File: config.mk
export PLATFORM = sky130hd
export DESIGN_NAME = ravenna_flash_dac_player
export DESIGN_NICKNAME = d
export VERILOG_FILES = /design/src/rtl/ravenna_flash_dac_player.sv
export SDC_FILE = /design/constraint.sdc
export NUM_CORES = 1
export LEC_CHECK = 0
export BUFFER_PORTS_ARGS = -buffer_cell sky130_fd_sc_hd__buf_4
export CAP_MARGIN = 20
export CORE_MARGIN = 2
export CORE_UTILIZATION = 40
export DETAILED_ROUTE_END_ITERATION = 6
export MAX_ROUTING_LAYER = met4
export PLACE_DENSITY_LB_ADDON = 0.3
export SLEW_MARGIN = 30
export SYNTH_ARGS = -nofsm -noshare
export SYNTH_HDL_FRONTEND = slang
export SYNTH_SLANG_ARGS = --single-unit
File: constraint.sdc
create_clock -name clk -period 7.65 [get_ports clk]
set_input_delay 0.3825 -clock clk [delete_from_list [all_inputs] [get_ports clk]]
set_output_delay 0.3825 -clock clk [all_outputs]
set_load 0.01 [all_outputs]
File: src/rtl/ravenna_flash_dac_player.sv
// Boot-time sample player: wakes the SPI flash, streams 16-bit words by continuous read
// (cmd 0x03) and drives the 10-bit DAC code until an erased word (0xFFFF) is found.
module ravenna_flash_dac_player #(
    parameter logic [23:0] BASE_ADDR  = 24'h010000,
    parameter int unsigned SAMPLE_DIV = 1000,
    parameter int unsigned WAKE_WAIT  = 16
) (
    input  logic       clk,
    input  logic       resetn,
    output logic       flash_csb,
    output logic       flash_clk,
    output logic       flash_io0,
    input  logic       flash_io1,
    output logic       flash_io2,
    output logic       flash_io3,
    output logic [9:0] dac_value,
    output logic       dac_ena,
    output logic       done
);

    typedef enum logic [2:0] {
        StWake,
        StWait,
        StCmd,
        StFetch,
        StApply,
        StHold,
        StStop
    } state_t;

    localparam int unsigned     CntW     = 16;
    localparam logic [CntW-1:0] WaitLast = CntW'(WAKE_WAIT - 1);
    localparam logic [CntW-1:0] DivLast  = CntW'(SAMPLE_DIV - 1);
    localparam logic [7:0]      WakeCmd  = 8'hAB;
    localparam logic [31:0]     ReadCmd  = {8'h03, BASE_ADDR};

    state_t          state;
    logic [CntW-1:0] cnt;
    logic [CntW-1:0] period_cnt;
    logic [31:0]     tx_sr;
    logic [15:0]     rx_sr;
    logic [5:0]      bits_left;
    logic            shifting;
    logic            last_bit;

    assign flash_io2 = 1'b1;
    assign flash_io3 = 1'b1;

    // The bit engine runs only while a state is actually moving bits on the bus.
    assign shifting = ((state == StWake) && (cnt == 16'd2)) ||
                      ((state == StCmd) && (cnt == 16'd1)) ||
                      (state == StFetch);
    assign last_bit = flash_clk && (bits_left == 6'd1);

    always_ff @(posedge clk or negedge resetn) begin
        if (!resetn) begin
            state      <= StWake;
            cnt        <= '0;
            period_cnt <= '0;
            tx_sr      <= '0;
            rx_sr      <= '0;
            bits_left  <= '0;
            flash_csb  <= 1'b1;
            flash_clk  <= 1'b0;
            flash_io0  <= 1'b0;
            dac_value  <= '0;
            dac_ena    <= 1'b0;
            done       <= 1'b0;
        end else begin
            // Phase A -> phase B; at the end of phase B sample MISO and present the next bit.
            if (shifting) begin
                if (!flash_clk) begin
                    flash_clk <= 1'b1;
                end else begin
                    flash_clk <= 1'b0;
                    rx_sr     <= {rx_sr[14:0], flash_io1};
                    bits_left <= bits_left - 6'd1;
                    if (bits_left != 6'd1) begin
                        flash_io0 <= tx_sr[31];
                        tx_sr     <= {tx_sr[30:0], 1'b0};
                    end
                end
            end

            case (state)
                StWake: begin
                    if (cnt == 16'd0) begin
                        flash_csb <= 1'b0;
                        cnt       <= 16'd1;
                    end else if (cnt == 16'd1) begin
                        flash_io0 <= WakeCmd[7];
                        tx_sr     <= {WakeCmd[6:0], 25'd0};
                        bits_left <= 6'd8;
                        cnt       <= 16'd2;
                    end else if (cnt == 16'd2) begin
                        if (last_bit) begin
                            cnt <= 16'd3;
                        end
                    end else begin
                        flash_csb <= 1'b1;
                        cnt       <= '0;
                        state     <= StWait;
                    end
                end

                StWait: begin
                    if (cnt == WaitLast) begin
                        flash_csb <= 1'b0;
                        cnt       <= '0;
                        state     <= StCmd;
                    end else begin
                        cnt <= cnt + 16'd1;
                    end
                end

                StCmd: begin
                    if (cnt == 16'd0) begin
                        flash_io0 <= ReadCmd[31];
                        tx_sr     <= {ReadCmd[30:0], 1'b0};
                        bits_left <= 6'd32;
                        cnt       <= 16'd1;
                    end else if (last_bit) begin
                        // Data bits follow the address with no gap; the period starts here.
                        flash_io0  <= 1'b0;
                        bits_left  <= 6'd16;
                        period_cnt <= '0;
                        cnt        <= '0;
                        state      <= StFetch;
                    end
                end

                StFetch: begin
                    period_cnt <= period_cnt + 16'd1;
                    if (last_bit) begin
                        state <= StApply;
                    end
                end

                StApply: begin
                    period_cnt <= period_cnt + 16'd1;
                    if (rx_sr == 16'hFFFF) begin
                        flash_csb <= 1'b1;
                        done      <= 1'b1;
                        state     <= StStop;
                    end else begin
                        dac_value <= rx_sr[9:0];
                        dac_ena   <= rx_sr[15];
                        state     <= StHold;
                    end
                end

                StHold: begin
                    if (period_cnt == DivLast) begin
                        period_cnt <= '0;
                        bits_left  <= 6'd16;
                        state      <= StFetch;
                    end else begin
                        period_cnt <= period_cnt + 16'd1;
                    end
                end

                StStop: begin
                    flash_csb <= 1'b1;
                end

                default: begin
                    state <= StStop;
                end
            endcase
        end
    end

endmodule

After elaboration in Yosys (flattened, before gate mapping)
Index checks and enable logic that the tools add are counted.

operators by class
  eq/ne operators = 26
  bitwise gates (word level) = 2
  muxes and demuxes = 51
  $add $sub $neg = 3
  reductions and logical operators = 18

operator list
  operator                                                count
  two-way mux 32 bit                                      6
  two-way mux 16 bit                                      9
  case mux 16 bit (3 select lines)                        2
  case mux 32 bit (2 select lines)                        1
  two-way mux 6 bit                                       7
  adder 16 x 1 -> 16 bit (second input constant)          2
  two-way mux 3 bit                                       8
  case mux 3 bit (7 select lines)                         1
  != test 2 bit (second input constant)                   9
  case mux 6 bit (3 select lines)                         1
  equality test 16 x 1 -> 1 bit (second input constant)   1
  equality test 16 x 10 -> 1 bit (second input constant)  1
  equality test 16 bit (second input constant)            1
  equality test 16 x 2 -> 1 bit (second input constant)   1
  equality test 16 x 4 -> 1 bit (second input constant)   1
  logical NOT 16 bit                                      1
  two-way mux 1 bit                                       13
  equality test 3 bit (second input constant)             3
  AND reduction 9 bit                                     1
  equality test 3 x 2 -> 1 bit (second input constant)    2
  equality test 6 x 1 -> 1 bit (second input constant)    1
  != test 3 x 2 -> 1 bit (second input constant)          2
  != test 6 x 1 -> 1 bit (second input constant)          1
  AND reduction 2 bit                                     3
  other kinds (16)                                        22

storage, ports and cells
  input port bits = 3
  output and inout bits = 17
  logic and storage cells = 112
  bits in registers = 104

Logic depth before layout (Yosys ltp)
Gate-level depths: netlist (run 1).

  depth in word-level cells = 8
  gate-level depth with buffers = 9
  depth with buffers taken out = 7

Worst setup path after synthesis (run 1)
No wires, ideal clock.

  path type = flip-flop to flip-flop
  start = reg cnt[0]
  end = reg bits_left[4]
  data required time = 7.514 ns
  stages on the path, launching flop included = 10
  arrival = 2.475 ns
  period minus slack after synthesis = 2.611 ns
  setup time = 0.136 ns
  path buffers = 2
  slack = 5.039 ns
  path through = dfrtp_1 -> inv_1 -> ha_1 -> or3b_2 -> nor4_1 -> nand2_1 -> nand2_1 -> clkbuf_1 -> clkbuf_1 -> a21oi_1

between the ends
  word-level cells in the longest chain between the ends = 8
  elaborated cells between the ends (all ways) = 14
  classes of those cells = eq/ne (2); mux (7); reduce/logical (5)

RTL lines
  element                                                                                RTL line    source
  start, declared                                                                        38          logic [CntW-1:0] cnt;
  start signal, assigned                                                                 112         cnt <= cnt + 16'd1;
  equality test 16 x 2 -> 1 bit / equality test 16 x 1 -> 1 bit (equally long branches)  50, 51, 90
  logical AND 1 bit, on equally long branches                                            50, 51
  logical OR 1 bit                                                                       50          assign shifting = ((state == StWake) && (cnt == 16'd2)) ||
  logical OR 1 bit                                                                       51          ((state == StCmd) && (cnt == 16'd1)) ||
  two-way mux 6 bit                                                                      71          if (shifting) begin
  two-way mux 6 bit, on equally long branches                                            122, 90
  two-way mux 6 bit, on equally long branches                                            117, 87
  case mux 6 bit (3 select lines) *                                                      85          case (state)
  end signal, assigned                                                                   77          bits_left <= bits_left - 6'd1;
  end, declared                                                                          42          logic [5:0] bits_left;

Mark *: on every way between the ends. The rest lies on a longest branch, timed or not.
A chain may end at the register's enable or synchronous reset.

Worst setup path after layout (run 1)
  start = reg cnt[12]
  end = reg rx_sr[8]

between the ends
  word-level cells in the longest chain between the ends = 5
  elaborated cells between the ends (all ways) = 7
  classes of those cells = eq/ne (2); reduce/logical (5)

RTL lines
  element                                                                                RTL line  source
  equality test 16 x 2 -> 1 bit / equality test 16 x 1 -> 1 bit (equally long branches)  50, 51
  logical AND 1 bit, on equally long branches                                            50, 51
  logical OR 1 bit *                                                                     50
  logical OR 1 bit *                                                                     51
  AND reduction 2 bit (no line) *                                                        -
  end signal, assigned                                                                   76        rx_sr <= {rx_sr[14:0], flash_io1};
  end, declared                                                                          41        logic [15:0] rx_sr;

Marked as above.

==> impl_metrics.env, run 1 <==
export IMPL_synth_area_um2=5285
export IMPL_power_leakage_nw=2.502
export IMPL_wirelength_um=11200
export IMPL_busiest_layer="met2"
export IMPL_syn_area_per_cell_um2=9.644
export IMPL_use_met1_pct=22.95
export IMPL_numCtsBuffers=9
export IMPL_period_share_pct=41.89
export IMPL_synthFlopType="dfrtp_1"
export IMPL_dpl_hpwl_um=7315
export IMPL_n_antenna_cell=0
export IMPL_cp_cell_sequence="or4_4 > or4_4 > o21ai_2 > buf_4 > nand2_1 > mux2_2"
export IMPL_clk_latency_ns=0.36
export IMPL_ys_warn_count=0
export IMPL_drive_above_1_share_pct=15.27
export IMPL_portBuffers=17
export IMPL_num_rows=41
export IMPL_setup_violations=0
export IMPL_drcViolationCount=0
export IMPL_hold_path_class="primary input to register"
export IMPL_cts_root_buf="clkbuf_16"
export IMPL_ant_nets=0
export IMPL_synth_edf_count=0
export IMPL_initial_utilization_pct=41.38
export IMPL_timing_setup_tns_ns=0
export IMPL_max_cap_violations=0
export IMPL_vias_per_cell=5.939
export IMPL_cp_required_ns=7.89
export IMPL_finClkSkew_ns=0.008725
export IMPL_async_flop_share_pct=100.0
export IMPL_slew_violations=0
export IMPL_timing_slew_headroom_pct=45.92
export IMPL_arrival_ns=3.44
export IMPL_coreArea_um2=12770
export IMPL_powerDensity_nw_per_um2=182.2
export IMPL_cts_buffer_depth=2
export IMPL_ios=20
export IMPL_wl_per_cell_um=15.51
export IMPL_hold_viol=0
export IMPL_cts_resized=0
export IMPL_syn2layout_area_growth_pct=10.75
export IMPL_path_common_cell="or4_4"
export IMPL_ir_drop_uv=210.5
export IMPL_ys_ff_latch=104
export IMPL_crit_buf_inv=1
export IMPL_final_cell_mix="dfrtp_1, a21oi_1, o21ai_0, nand3_1, nand2_1"
export IMPL_cp_slowest_cell="or4_4"
export IMPL_tightest_slew_ns=0.8103
export IMPL_place_area_um2=5518
export IMPL_grt_pass1_wl_um=19550
export IMPL_final_common_cell="dfrtp_1"
export IMPL_ys_types=62
export IMPL_crit_family="simple AND/OR/NAND/NOR gates"
export IMPL_h_tree_depth=3
export IMPL_die_y_um=118.9
export IMPL_place_ws_ns=4.458
export IMPL_overflow=0
export IMPL_grt_pass1_vias=3975
export IMPL_place_congestion=0.8404
export IMPL_dieArea_um2=14150
export IMPL_rsz0062_at_grt="false"
export IMPL_die_w_um=118.9
export IMPL_antenna_found_initial=0
export IMPL_fillerInstances=1200
export IMPL_grt_use_met3_pct=3.257
export IMPL_synth_cells=548
export IMPL_period_minus_slack_ns=3.204
export IMPL_clk_pin_slew_worst_paths_ns=0.07
export IMPL_vias=4288
export IMPL_worst_slack_ns=4.446
export IMPL_drt_first_pass_iters=6
export IMPL_post_route_util_pct=45.82
export IMPL_grt_max_degree=77
export IMPL_worstSetupEndpointType="register"
export IMPL_status="finished, final reports clean"
export IMPL_crit_type="register to register"
export IMPL_fin_area_um2=5853
export IMPL_cp_slowest_stage_delay_ns=0.63
export IMPL_max_freq_ghz=0.3121
export IMPL_cp_start_kind="register"
export IMPL_layout_nets=556
export IMPL_initialDrtViolationCount=291
export IMPL_multi_input_area_um2=2515
export IMPL_regArea_um2=2604
export IMPL_clock_sinks=104
export IMPL_cts_tree="yes"
export IMPL_fin_hold_ws_ns=0.2522
export IMPL_grtUsageMet2_pct=26.36
export IMPL_seq_area_frac_synth_pct=49.27
export IMPL_cp_max_fo=38
export IMPL_grt_usage_pct=17.28
cell usage after synthesis (3+ instances only):
| library cell | instances | area [um2] |
|---|---|---|
| o211a_1 | 3 | 30.03 |
| clkbuf_1 | 27 | 101.4 |
| a31oi_1 | 11 | 68.82 |
| xnor2_1 | 3 | 26.28 |
| nand4_1 | 8 | 50.05 |
| nor2_1 | 22 | 82.58 |
| buf_2 | 6 | 30.03 |
| or4_1 | 9 | 67.56 |
| inv_1 | 10 | 37.54 |
| or2_2 | 4 | 25.02 |
| and3_1 | 7 | 43.79 |
| a21boi_0 | 3 | 22.52 |
| ha_1 | 7 | 87.58 |
| mux2_2 | 27 | 304.0 |
| a21oi_1 | 63 | 315.3 |
| and2_1 | 4 | 25.02 |
| nand2b_1 | 3 | 18.77 |
| a211o_1 | 6 | 52.55 |
| nor3_1 | 15 | 75.07 |
| or3_1 | 11 | 68.82 |
| nand3_1 | 47 | 235.2 |
| o21ai_0 | 47 | 235.2 |
| o31ai_1 | 7 | 52.55 |
| nor2b_1 | 5 | 31.28 |
| dfrtp_1 | 103 | 2577 |
| nor4_1 | 11 | 68.82 |
| or3b_2 | 3 | 26.28 |
| nand2_1 | 33 | 123.9 |
| or4_4 | 4 | 45.04 |
flip-flops by register name (all words and copies together), names as in the netlist, 2 cells and up, named ones only:
signal and cells:
period_cnt 16, state 2, dac_value 10, tx_sr 32, rx_sr 16, bits_left 6
cnt 16
cells by family after synthesis:
| group | count (synthesis) | synth area share (%) |
|---|---|---|
| other | 1 | 0.07095 |
| adder cells (fa/ha/maj) | 7 | 1.657 |
| multiplexers | 28 | 5.942 |
| AO/OA/AOI/OAI | 165 | 18.80 |
| AND/OR/NAND/NOR | 193 | 19.91 |
| flip-flops | 104 | 49.27 |
| buffers and inverters | 46 | 3.693 |
| XOR/XNOR | 4 | 0.6630 |
through the flow:
| step | power (W) | std cells |
|---|---|---|
| 6_report | 0.001066 | 722 |
| 5_1_grt | 0.001102 | 722 |
| 4_1_cts | 0.001081 | 722 |
| 3_5_place_dp | 0.0005852 | 706 |
| 3_3_place_gp | 0.0005846 | 706 |
| 2_1_floorplan | 0.0005720 | 549 |
where the power goes:
group	total, W	switching [W]	internal, W
combinational	0.0000167	0.0000120	0.00000474
sequential	0.000557	0.00000372	0.000554
clock	0.000492	0.000205	0.000287
total	0.00107	0.000221	0.000845
cell type report:
| class | instances | area share (%) |
|---|---|---|
| multi-input combinational | 399 | 42.97 |
| timing repair buffer | 22 | 2.929 |
| clock inverter | 4 | 1.325 |
| tap | 172 | 3.677 |
| clock buffer | 11 | 3.976 |
| inverter | 10 | 0.6413 |
| sequential | 104 | 44.48 |
path summary, 6_finish.rpt:
path | cells after the start | slack (ns) | to | start
setup / recovery | 6 | 4.45 | rx_sr[8] | cnt[12]
setup reg to reg | 6 | 4.45 | rx_sr[8] | cnt[12]
hold / removal | 2 | 0.25 | rx_sr[0] | flash_io1
max in group asynchronous | 3 | 6.16 | cnt[10] | resetn
hold reg to reg | 1 | 0.49 | tx_sr[25] | tx_sr[25]
min in group asynchronous | 2 | 0.49 | dac_value[9] | resetn
timing repair:
item,CTS,global route
hold endpoints to repair,28,0
buffers inserted,0,0
hold buffers,1,0
routing by layer:
layer | up-vias | share of wire, %
met2 | 99 | 49
met5 | - | 0
met1 | 2132 | 46
met3 | 18 | 3.4
met4 | 0 | 1.7
li1 | 2039 | -
Power figures use the tool's default switching activity.
==> run 2, diff against run 1 <==
clock period = 3.2 ns   (was 7.65 ns; I/O delays follow)
==> run 2 against run 1 <==
Net effect: hold slack got worse by 0.22 ns; setup slack worse by 4.0 ns; die area unchanged; largest cell class unchanged.
==> impl_metrics.env, run 2 (synthesis results as in run 1) <==
export IMPL_status="finished, final reports clean"
export IMPL_max_freq_ghz=0.3578
export IMPL_vias=4267
export IMPL_ir_drop_uv=292.3
export IMPL_post_route_util_pct=46.05
export IMPL_layout_nets=566
export IMPL_die_y_um=118.9
export IMPL_critPathLaunch="cnt[1]"
export IMPL_period_share_pct=87.34
export IMPL_largest_reg_flops=32
export IMPL_ios=20
export IMPL_drt_first_pass_iters=5
export IMPL_slew_violations=0
export IMPL_setup_violations=0
export IMPL_dp_cells=716
export IMPL_dpl_hpwl_um=7517
export IMPL_initial_utilization_pct=41.38
export IMPL_place_congestion=0.8575
export IMPL_fillerInstances=1217
export IMPL_cts_setup_buffers=0
export IMPL_cp_max_fo=9
export IMPL_r2r_start="cnt[1]"
export IMPL_crit_type="register to register"
export IMPL_period_minus_slack_ns=2.795
export IMPL_grt_pass1_vias=4105
export IMPL_cts_root_buf="clkbuf_16"
export IMPL_arrival_ns=3.07
export IMPL_cts_buffer_depth=2
export IMPL_cts_tree="yes"
export IMPL_final_cell_mix="dfrtp_1, a21oi_1, o21ai_0, nand3_1, nand2_1"
export IMPL_clk_pin_slew_worst_paths_ns=0.07
export IMPL_num_rows=41
export IMPL_multi_input_area_um2=2496
export IMPL_cp_start_kind="register"
export IMPL_hold_viol=0
export IMPL_h_tree_depth=3
export IMPL_grt_max_degree=57
export IMPL_place_area_um2=5598
export IMPL_worstHoldStart="flash_io1"
export IMPL_powerDensity_nw_per_um2=410.6
export IMPL_numCtsBuffers=9
export IMPL_cp_required_ns=3.47
export IMPL_drcViolationCount=0
export IMPL_dieArea_um2=14150
export IMPL_tightest_slew_ns=0.8857
export IMPL_worst_slack_ns=0.4051
export IMPL_antenna_found_initial=0
export IMPL_wirelength_um=11390
export IMPL_hold_path_class="primary input to register"
export IMPL_rsz0062_at_grt="false"
export IMPL_clk_latency_ns=0.36
export IMPL_max_cap_violations=0
export IMPL_grt_pass1_wl_um=19650
export IMPL_wl_per_cell_um=15.53
export IMPL_overflow=0
export IMPL_initialDrtViolationCount=202
export IMPL_clock_sinks=104
export IMPL_largest_register="tx_sr"
export IMPL_worstSetupEndpointType="register"
export IMPL_drive_above_1_share_pct=16.04
export IMPL_place_ws_ns=0.4243
export IMPL_timing_setup_tns_ns=0
export IMPL_portBuffers=17
export IMPL_n_antenna_cell=0
export IMPL_r2r_slack_ns=0.41
export IMPL_coreArea_um2=12770
export IMPL_power_leakage_nw=2.533
export IMPL_ant_nets=0
export IMPL_regArea_um2=2604
export IMPL_final_common_cell="dfrtp_1"
export IMPL_fin_cells=733
export IMPL_grt_usage_pct=17.36
export IMPL_vias_per_cell=5.821
export IMPL_timing_slew_headroom_pct=40.41
export IMPL_finClkSkew_ns=0.006418
export IMPL_fin_area_um2=5882
export IMPL_die_w_um=118.9
export IMPL_syn2layout_area_growth_pct=11.29
run 2: changes by cell type in the layout (fill, tap and decap cells not counted), moves of 2 or more:
cell	previous run	this run
buf_4	20	30
bufinv_16	2	0
clkinvlp_4	0	2
nor4_1	9	11
nor4_2	2	0
run 2: path summary, 6_finish.rpt:
path / end / cells past startpoint
setup / recovery: cnt[1] / 7
hold / removal: rx_sr[0] / 2
setup reg to reg: cnt[1] / 7
hold reg to reg: done / 1
max in group asynchronous: flash_csb / 3
min in group asynchronous: rx_sr[8] / 2
run 2: repair_timing:
action | 4_1_cts | 5_1_grt
hold endpoints to repair | 48 | 0
setup endpoints to repair | 0 | 0
gates resized for setup | 0 | 0
hold buffers | 1 | 0
run 2: routing by layer:
layer / wire [um] / vias to the layer above / global-route usage [%] / part of all wire (%)
met5: 0 / - / - / 0
met4: 259 / 0 / 8.557 / 2.3
met3: 279 / 18 / 2.203 / 2.5
met2: 5300 / 66 / 26.11 / 47
met1: 5547 / 2115 / 23.26 / 49
li1: - / 2068 / - / -
run 2: through the flow:
stage | power, W | hold slack, ns
final | 0.002415 | 0.03613
after global routing | 0.002507 | 0.03781
after CTS | 0.002448 | 0.02511
after detailed placement | 0.001401 | 0.2143
after global placement | 0.001399 | 0.2067
after floorplan | 0.001367 | -0.1356
run 2: final cells by class:
type	instances	area share [%]
timing repair buffer	32	4.340
tap	172	3.659
inverter	10	0.6382
clock inverter	5	0.7020
multi-input combinational	399	42.44
clock buffer	11	3.957
sequential	104	44.27
run 2: worst max-delay path: stages, from the launching register on:
cell and delay, ns:
dfrtp_1 0.45, inv_1 0.13, ha_1 0.26, or3b_2 0.48
or4_1 0.52, nand3_1 0.23, and2_1 0.40, mux2i_1 0.24
run 2: report_power, final:
part           internal (W)  switching (W)
Sequential          0.00132     0.00000915
Clock              0.000536       0.000505
Combinational     0.0000126      0.0000295
==> run 3, diff against run 2 <==
CORE_ASPECT_RATIO = 1.2   (was unset)
CORE_UTILIZATION = 50   (was 40)
GPL_ROUTABILITY_DRIVEN = 1   (was unset)
==> run 3 against run 2 <==
Net effect: sequential share of layout area about the same; setup slack worse by 0.022 ns; core utilization up 10 points; clock skew up 0.0054 ns; count of clock-buffer cells in the layout down 2; total power up 5.1%; critical path type unchanged; critical endpoint unchanged.
==> impl_metrics.env, run 3 (synthesis results as in run 1) <==
export IMPL_status="finished, final reports clean"
export IMPL_wirelength_um=11620
export IMPL_cts_resized=0
export IMPL_timing_setup_tns_ns=0
export IMPL_rsz0062_at_grt="false"
export IMPL_num_rows=41
export IMPL_place_congestion=0.8511
export IMPL_cts_tree="yes"
export IMPL_ios=20
export IMPL_internal_power_w=0.001968
export IMPL_setup_violations=0
export IMPL_dpl_hpwl_um=7612
export IMPL_grt_pass1_vias=4133
export IMPL_period_share_pct=88.04
export IMPL_pwr_share_clk_pct=45.9
export IMPL_cts_buffer_depth=2
export IMPL_syn2layout_area_growth_pct=11.17
export IMPL_clk_latency_ns=0.35
export IMPL_grt_usage_pct=21.56
export IMPL_cp_max_fo=9
export IMPL_initial_utilization_pct=50.75
export IMPL_cts_setup_buffers=0
export IMPL_vias_per_cell=6.316
export IMPL_max_freq_ghz=0.3549
export IMPL_clock_sinks=104
export IMPL_drive_above_1_share_pct=16.40
export IMPL_ant_nets=0
export IMPL_timing_slew_headroom_pct=43.99
export IMPL_p_seq_share_pct=52.5
export IMPL_coreArea_um2=10410
export IMPL_final_cell_mix="dfrtp_1, a21oi_1, o21ai_0, nand3_1, nand2_1"
export IMPL_cts_root_buf="clkbuf_16"
export IMPL_die_w_um=97.86
export IMPL_worstSetupEndpointType="register"
export IMPL_dp_cells=673
export IMPL_vias=4358
export IMPL_switching_power_w=0.0005695
export IMPL_finalPower_w=0.002538
export IMPL_drcViolationCount=0
export IMPL_dieArea_um2=11410
export IMPL_slew_violations=0
export IMPL_arrival_ns=3.08
export IMPL_max_cap_violations=0
export IMPL_p_comb_share_pct=1.6
export IMPL_ir_drop_uv=310.7
export IMPL_final_common_cell="dfrtp_1"
export IMPL_overflow=0
export IMPL_wl_per_cell_um=16.84
export IMPL_drt_first_pass_iters=5
export IMPL_cp_start_kind="register"
export IMPL_fin_cells=690
export IMPL_layout_nets=566
export IMPL_h_tree_depth=3
export IMPL_n_antenna_cell=0
export IMPL_hold_viol=0
export IMPL_period_minus_slack_ns=2.817
export IMPL_largest_reg_flops=32
export IMPL_largest_register="tx_sr"
export IMPL_crit_type="register to register"
export IMPL_grt_pass1_wl_um=19720
export IMPL_hold_path_class="primary input to register"
export IMPL_die_y_um=116.6
export IMPL_powerDensity_nw_per_um2=431.9
export IMPL_initialDrtViolationCount=285
export IMPL_power_leakage_nw=2.561
export IMPL_cp_required_ns=3.46
export IMPL_numCtsBuffers=9
export IMPL_tightest_slew_ns=0.8325
export IMPL_sw_frac_of_total_pct=22.44
export IMPL_portBuffers=17
export IMPL_finClkSkew_ns=0.01185
export IMPL_clk_pin_slew_worst_paths_ns=0.08
export IMPL_grt_max_degree=63
export IMPL_antenna_found_initial=0
==> run 3: layout make-up <==
| type | instances | area [um2] |
|---|---|---|
| clock buffer | 9 | 225.2 |
| clock inverter | 7 | 96.34 |
| fill | 909 | 4538 |
| inverter | 10 | 37.54 |
| multi-input combinational | 399 | 2496 |
| sequential | 104 | 2604 |
| tap | 129 | 161.4 |
| timing repair buffer | 32 | 255.2 |
==> run 3: repair_timing <==
item	4_1_cts	5_1_grt
hold buffers	1	0
hold endpoints to repair	42	0
setup endpoints to repair	0	0
==> run 3: through the flow <==
step / cell area, um2 / hold slack [ns] / setup slack, ns / util, %
finish: 5876 / 0.04340 / 0.3826 / 56.42
global route: 5876 / 0.03785 / 0.2266 / 56.42
CTS: 5876 / 0.04554 / 0.3912 / 56.42
detailed placement: 5544 / 0.1920 / 0.4231 / 53.24
global placement: 5542 / 0.1873 / 0.4893 / 53.21
floorplan: 5289 / -0.1356 / 0.5892 / -
==> run 3: metal layers <==
layer / vias up / global-route usage [%] / wire (um)
met4: 0 / 6.759 / 142
met5: - / - / 0
li1: 2058 / - / -
met1: 2164 / 27.04 / 5062
met2: 119 / 36.48 / 5945
met3: 17 / 3.172 / 473
==> run 3: path summary, 6_finish.rpt <==
| kind | slack (ns) | cells after the start | to | start |
|---|---|---|---|---|
| max | 0.38 | 7 | cnt[1] | cnt[0] |
| min reg2reg | 0.51 | 1 | period_cnt[0] | period_cnt[0] |
| max in group asynchronous | 2.12 | 3 | flash_csb | resetn |
| min | 0.04 | 2 | rx_sr[0] | flash_io1 |
| min in group asynchronous | 0.34 | 2 | period_cnt[12] | resetn |
| max reg2reg | 0.38 | 7 | cnt[1] | cnt[0] |
==> run 3: power groups by stage <==
stage	registers [W]	clock network (W)	logic, W
floorplan	0.00135	0	0.0000124
global placement	0.00136	0	0.0000416
detailed placement	0.00136	0	0.0000429
CTS	0.00133	0.00119	0.0000442
global route	0.00133	0.00124	0.0000494
finish	0.00133	0.00116	0.0000414
==> run 3: worst max-delay path, stage by stage (launching register included) <==
cell and delay (ns):
dfrtp_1 0.45, inv_1 0.13, ha_1 0.28, or3b_2 0.48
or4_1 0.53, nand3_1 0.24, and2_1 0.39, mux2i_1 0.24
